`src/rtl/tx_packet_builder.sv`:
```
// rtl/tx_packet_builder.sv - USB full-speed TX byte sequencer: SYNC, PID, payload, CRC16, EOP.
// Optional abort input is compiled in with TX_ABORT_EN.

module tx_crc16_byte (
    input  logic [15:0] i_crc,
    input  logic [7:0]  i_data,
    output logic [15:0] o_crc
);
    logic [15:0] w_acc;

    // Reflected form of x^16+x^15+x^2+1, data consumed LSB first.
    always_comb begin
        w_acc = i_crc;
        for (int i = 0; i < 8; i++) begin
            if (w_acc[0] ^ i_data[i]) begin
                w_acc = (w_acc >> 1) ^ 16'hA001;
            end else begin
                w_acc = w_acc >> 1;
            end
        end
        o_crc = w_acc;
    end
endmodule

module tx_packet_builder #(
    parameter int MAX_DATA_BYTES = 64
) (
    input  logic       clk,
    input  logic       n_rst,
    input  logic       start,
`ifdef TX_ABORT_EN
    input  logic       abort,
`endif
    input  logic [2:0] tx_packet,
    input  logic [6:0] data_count,
    input  logic [7:0] tx_data,
    output logic       get_tx_data,
    input  logic       byte_req,
    input  logic       eop_done,
    output logic [7:0] tx_byte,
    output logic       tx_byte_valid,
    output logic       send_eop,
    output logic       tx_busy,
    output logic       tx_done,
    output logic       tx_error
);
    typedef enum logic [3:0] {
        S_IDLE,
        S_SYNC,
        S_PID,
        S_FETCH,
        S_WAIT_DATA,
        S_DATA,
        S_CRC_LO,
        S_CRC_HI,
        S_EOP,
        S_DONE
    } state_t;

    localparam logic [7:0] MAX_CNT = 8'(MAX_DATA_BYTES);

    state_t      r_state;
    state_t      w_next;
    logic [3:0]  r_pid;
    logic        r_is_data;
    logic [6:0]  r_remaining;
    logic [15:0] r_crc;
    logic [7:0]  r_data;
    logic        r_tx_error;
    logic        r_aborted;

    logic [3:0]  w_pid;
    logic        w_is_data;
    logic        w_pid_ok;
    logic        w_cmd_ok;
    logic        w_in_frame;
    logic        w_abort;
    logic [15:0] w_crc_next;

    tx_crc16_byte u_crc (
        .i_crc  (r_crc),
        .i_data (tx_data),
        .o_crc  (w_crc_next)
    );

    always_comb begin
        w_pid     = 4'h0;
        w_is_data = 1'b0;
        w_pid_ok  = 1'b1;
        case (tx_packet)
            3'b001: begin w_pid = 4'b0011; w_is_data = 1'b1; end
            3'b010: begin w_pid = 4'b1011; w_is_data = 1'b1; end
            3'b011: w_pid = 4'b0010;
            3'b100: w_pid = 4'b1010;
            3'b101: w_pid = 4'b1110;
            default: w_pid_ok = 1'b0;
        endcase
        w_cmd_ok = w_pid_ok && !(w_is_data && ({1'b0, data_count} > MAX_CNT));
    end

    assign w_in_frame = (r_state == S_SYNC) || (r_state == S_PID) || (r_state == S_FETCH) ||
                        (r_state == S_WAIT_DATA) || (r_state == S_DATA) ||
                        (r_state == S_CRC_LO) || (r_state == S_CRC_HI);

`ifdef TX_ABORT_EN
    assign w_abort = abort && w_in_frame;
`else
    assign w_abort = 1'b0;
`endif

    always_ff @(posedge clk or negedge n_rst) begin
        if (!n_rst) begin
            r_state <= S_IDLE;
        end else begin
            r_state <= w_next;
        end
    end

    always_comb begin
        w_next = r_state;
        if (w_abort) begin
            w_next = S_EOP;
        end else begin
            case (r_state)
                S_IDLE:      if (start && w_cmd_ok) w_next = S_SYNC;
                S_SYNC:      if (byte_req) w_next = S_PID;
                S_PID: begin
                    if (byte_req) begin
                        if (!r_is_data)               w_next = S_EOP;
                        else if (r_remaining == 7'd0) w_next = S_CRC_LO;
                        else                          w_next = S_FETCH;
                    end
                end
                S_FETCH:     w_next = S_WAIT_DATA;
                S_WAIT_DATA: w_next = S_DATA;
                S_DATA:      if (byte_req) w_next = (r_remaining != 7'd0) ? S_FETCH : S_CRC_LO;
                S_CRC_LO:    if (byte_req) w_next = S_CRC_HI;
                S_CRC_HI:    if (byte_req) w_next = S_EOP;
                S_EOP:       if (eop_done) w_next = S_DONE;
                S_DONE:      w_next = S_IDLE;
                default:     w_next = S_IDLE;
            endcase
        end
    end

    always_ff @(posedge clk or negedge n_rst) begin
        if (!n_rst) begin
            r_pid       <= 4'h0;
            r_is_data   <= 1'b0;
            r_remaining <= 7'd0;
            r_crc       <= 16'hFFFF;
            r_data      <= 8'h00;
            r_tx_error  <= 1'b0;
            r_aborted   <= 1'b0;
        end else begin
            r_tx_error <= 1'b0;
            if (w_abort) begin
                r_tx_error <= 1'b1;
                r_aborted  <= 1'b1;
            end else begin
                case (r_state)
                    S_IDLE: begin
                        if (start) begin
                            if (w_cmd_ok) begin
                                r_pid       <= w_pid;
                                r_is_data   <= w_is_data;
                                r_remaining <= w_is_data ? data_count : 7'd0;
                                r_crc       <= 16'hFFFF;
                                r_aborted   <= 1'b0;
                            end else begin
                                r_tx_error  <= 1'b1;
                            end
                        end
                    end
                    S_WAIT_DATA: begin
                        r_data      <= tx_data;
                        r_crc       <= w_crc_next;
                        r_remaining <= r_remaining - 7'd1;
                    end
                    default: ;
                endcase
            end
        end
    end

    // The CRC goes out inverted, low byte first.
    always_comb begin
        tx_byte = 8'h00;
        case (r_state)
            S_SYNC:   tx_byte = 8'h80;
            S_PID:    tx_byte = {~r_pid, r_pid};
            S_DATA:   tx_byte = r_data;
            S_CRC_LO: tx_byte = ~r_crc[7:0];
            S_CRC_HI: tx_byte = ~r_crc[15:8];
            default:  tx_byte = 8'h00;
        endcase
    end

    assign tx_byte_valid = (r_state == S_SYNC) || (r_state == S_PID) || (r_state == S_DATA) ||
                           (r_state == S_CRC_LO) || (r_state == S_CRC_HI);
    assign get_tx_data   = (r_state == S_FETCH);
    assign send_eop      = (r_state == S_EOP);
    assign tx_busy       = (r_state != S_IDLE);
    assign tx_done       = (r_state == S_DONE) && !r_aborted;
    assign tx_error      = r_tx_error;

endmodule

```
`config.mk`:
```
export PLATFORM = sky130hd
export DESIGN_NAME = tx_packet_builder
export DESIGN_NICKNAME = d
export VERILOG_FILES = /design/src/rtl/tx_packet_builder.sv
export SDC_FILE = /design/constraint.sdc
export NUM_CORES = 1
export LEC_CHECK = 0
export ABC_AREA = 1
export CAP_MARGIN = 20
export CORE_MARGIN = 4
export CORE_UTILIZATION = 30
export CTS_BUF_LIST = sky130_fd_sc_hd__clkbuf_4 sky130_fd_sc_hd__clkbuf_8 sky130_fd_sc_hd__clkbuf_16
export CTS_CLUSTER_SIZE = 12
export DETAILED_ROUTE_END_ITERATION = 12
export PLACE_DENSITY = 0.57
export REMOVE_ABC_BUFFERS = 1
export SYNTH_ARGS = -nofsm -noshare
export SYNTH_HDL_FRONTEND = slang
export SYNTH_HIERARCHICAL = 1
export SYNTH_SLANG_ARGS = --single-unit
```
`constraint.sdc`:
```
create_clock -name clk -period 5.75 [get_ports clk]
set_clock_uncertainty 0.05 [all_clocks]
set_input_delay 1.15 -clock clk [delete_from_list [all_inputs] [get_ports clk]]
set_output_delay 1.15 -clock clk [all_outputs]
set_load 0.01 [all_outputs]
```
==> metrics.csv <==
stage,metric,value,unit
layout,area delta synth->final,17.24,%
setup_path,Worst EP required,4.55,ns
synth,"Seq/Total Area, Yosys",34.80,%
pwr,pwr/cell area,579.5,nW/µm²
placement,Place WS,2.174,ns
pwr,Pleak,1.704,nW
layout,"Core Util, Final",36.05,%
synth,synth unique cells,36,
routing,Vias,2567,
die,Die ar.,11680,µm²
timing,final hold vios,0,
synth,"top cells by area, synth","dfrtp_1 (21%), nand2_1 (17%), dfstp_2 (14%), nand3_1 (8.5%), inv_1 (5.2%)",
cts,# clock sinks,41,
global_route,GRT overflow,0,
synth,mapped cell area,3005,µm²
cts,root buffer cell,clkbuf_8,
setup_path,Worst EP arrival,2.26,ns
die,Die Ht,108.1,µm
placement,placed cell count,557,
cts,"CTS clk-pin slew, worst paths",0.09,ns
cts,hold_buf cts,0,
placement,IO Port Bufs,36,
die,I/O pin count,37,
placement,final RePlAce weighted congestion,0.8104,
routing,met1 wire length,3.581,mm
routing,Detailed Routing Iterations Pass 1,4,
synth,Synth async-reset ratio,100.0,%
synth,gate count of the mapped netlist,403,
timing,fmax,289.1,MHz
global_route,vias in the first global route,2566,
routing,vias per inst,4.543,
global_route,largest net degree at the start of global routing,42,
placement,detailed-placement wirelength estimate,5.403,mm
die,Rows,36,
cts,post_cts resized,0,
cts,H-tree levels,2,
layout,nets,455,
synth,Yosys top cell by area,dfrtp_1,
global_route,first-pass GRT wire length,12.43,mm
synth,"FF+latch count, synth",41,
cts,Clock Latency Late Sink,0.30,ns
die,Core Box Area,9774,µm²
timing,min cycle time layout,3.460,ns
setup_path,Worst setup EP type,primary output,
routing,WL final,7.487,mm
timing,Tightest Pin Transition,0.9408,ns
routing,Top Layer Used,met4,
layout,most frequent cells in the layout,"nand2_1 (136), nand3_1 (51), inv_1 (42)",
routing,1st-iter DRT viols,117,
layout,final std cells w/o fill,565,
layout,share of layout cells above drive strength 1,17.13,%
synth,Synth top area share,20.82,%
setup_path,CP Launch Type,flip-flop,
timing,max_slew headroom,37.28,%
cts,post-CTS setup buffers,0,
pwr,worst vdd ir,0.1345,mV
synth,top_reg_cell synth,dfrtp_1,
timing,TNS Setup,0,ns
layout,Fill cells,1039,
worst_hold_path,Hold WC Path Type,reg2reg,
global_route,Total GRT Usage,13.38,%
timing,worst setup margin,2.290,ns
layout,"commonest non-fill, non-tap cell in the layout",nand2_1,
routing,drt drc,0,
status,result of the run,"complete, no violations",
global_route,initial antenna violation count,0,
routing,WL met2,3.491,mm
routing,met3 routed WL,271,µm
layout,antenna fix cells,0,
cts,TritonCTS clock tree,yes,
setup_path,CP max FO,8,
cts,clk buf depth,2,
synth,Yosys warnings,6,
synth,Post-synth EDFFs,0,
die,chip width,108.1,µm
run,MaxCap Viol Count,0,
setup_path,Crit Path Class,reg2out,
timing,RSZ-0062 raised after global routing,false,
timing,Max Slew Vio Count,0,
cts,CTS buffer count,5,
synth,syn avg cell area,7.458,µm²
timing,Setup-failing EPs final,0,
routing,Routed Antenna Nets,0,
timing,crit share post-route,60.17,%
routing,DR WL/cell,13.25,µm
die,initial core utilization,30.75,%
[through the flow]
stage | instance area (µm²) | hold slack [ns] | power, W
5_1_grt | 3523 | 0.4422 | 0.002239
2_1_floorplan | 2893 | 0.3895 | 0.001480
6_report | 3523 | 0.4257 | 0.002042
3_5_place_dp | 3422 | 0.4096 | 0.001832
3_3_place_gp | 3422 | 0.4072 | 0.001814
4_1_cts | 3523 | 0.4287 | 0.002055
[cells by family (layout without fill, tap and decap cells)]
| family | after synthesis | after routing | synth area share [%] |
|---|---|---|---|
| AO/OA/AOI/OAI | 28 | 28 | 6.037 |
| XOR/XNOR | 16 | 16 | 7.660 |
| adder cells (fa/ha/maj) | 1 | 1 | 0.4163 |
| buffers and inverters | 63 | 92 | 9.617 |
| flip-flops | 41 | 41 | 34.80 |
| AND/OR/NAND/NOR | 254 | 254 | 41.47 |
[report_power, final]
part | internal, W | switching (W) | leakage [nW] | total [W]
Combinational | 0.000476 | 0.000744 | 1.16 | 0.00122
Clock | 0.000109 | 0.000106 | 0.0542 | 0.000215
Sequential | 0.000470 | 0.000136 | 0.487 | 0.000606
Total | 0.00105 | 0.000987 | 1.70 | 0.00204
[worst paths after layout]
path / start / endpoint / slack, ns / depth (start not counted)
max: r_state[3]$_DFFE_PN0P_ / tx_byte[0] / 2.29 / 10
min: r_crc[10]$_DFFE_PN1P_ / r_crc[10]$_DFFE_PN1P_ / 0.43 / 2
max reg2reg: r_crc[0]$_DFFE_PN1P_ / r_crc[13]$_DFFE_PN1P_ / 3.28 / 18
min reg2reg: r_crc[10]$_DFFE_PN1P_ / r_crc[10]$_DFFE_PN1P_ / 0.43 / 2
max in group asynchronous: n_rst / r_data[5]$_DFFE_PN0N_ / 4.12 / 1
min in group asynchronous: n_rst / tx_error$_DFF_PN0_ / 0.94 / 1
[sequential cells by signal, summed over array words and instances (netlist names)]
| name | cells |
|---|---|
| r_pid | 4 |
| r_state | 4 |
| r_remaining | 7 |
| r_data | 8 |
| r_crc | 16 |
| tx_error | 1 |
| r_is_data | 1 |
[worst max-delay path, stage by stage (launching register included)]
cell and delay (ns):
dfrtp_1 0.44, inv_1 0.11, nand2_2 0.09, inv_2 0.09, nand2_1 0.08, inv_1 0.25
nand2_1 0.10, o21ai_0 0.08, inv_1 0.06, o221ai_1 0.08, clkdlybuf4s50_1 0.58
[layer usage]
metal	vias up	GRT usage, %
met3	12	2.090
met2	48	21.40
met4	0	5.230
met5	-	0
met1	1180	18.15
li1	1327	-
[area by class of cell]
| class | count | area [µm²] | area share (%) |
|---|---|---|---|
| multi-input cells | 299 | 1670 | 47.41 |
| flip-flops and latches | 41 | 1046 | 29.69 |
| repair buffers | 37 | 362.8 | 10.30 |
| inverters | 47 | 176.4 | 5.007 |
| well taps | 133 | 166.4 | 4.723 |
| clock buffers | 7 | 96.34 | 2.734 |
| clock inverters | 1 | 5.005 | 0.1420 |
[cells in the mapped netlist (2+ instances only)]
cell type	n
xor2_4	2
nand2_4	6
nand4_1	3
nand3_4	3
xor2_2	2
o211ai_1	2
buf_2	6
buf_6	3
nand3_2	6
dfrtp_1	25
a21oi_1	2
buf_4	6
nor2_2	4
nand2_2	12
o221ai_1	6
or2_2	4
dfstp_2	16
or2_0	11
xnor2_4	2
nor2_1	13
xor2_1	6
inv_1	42
nand2_1	136
inv_2	5
nand3_1	51
xnor2_1	4
o22ai_1	2
o21ai_0	15
(Power assumes the default switching activity.)
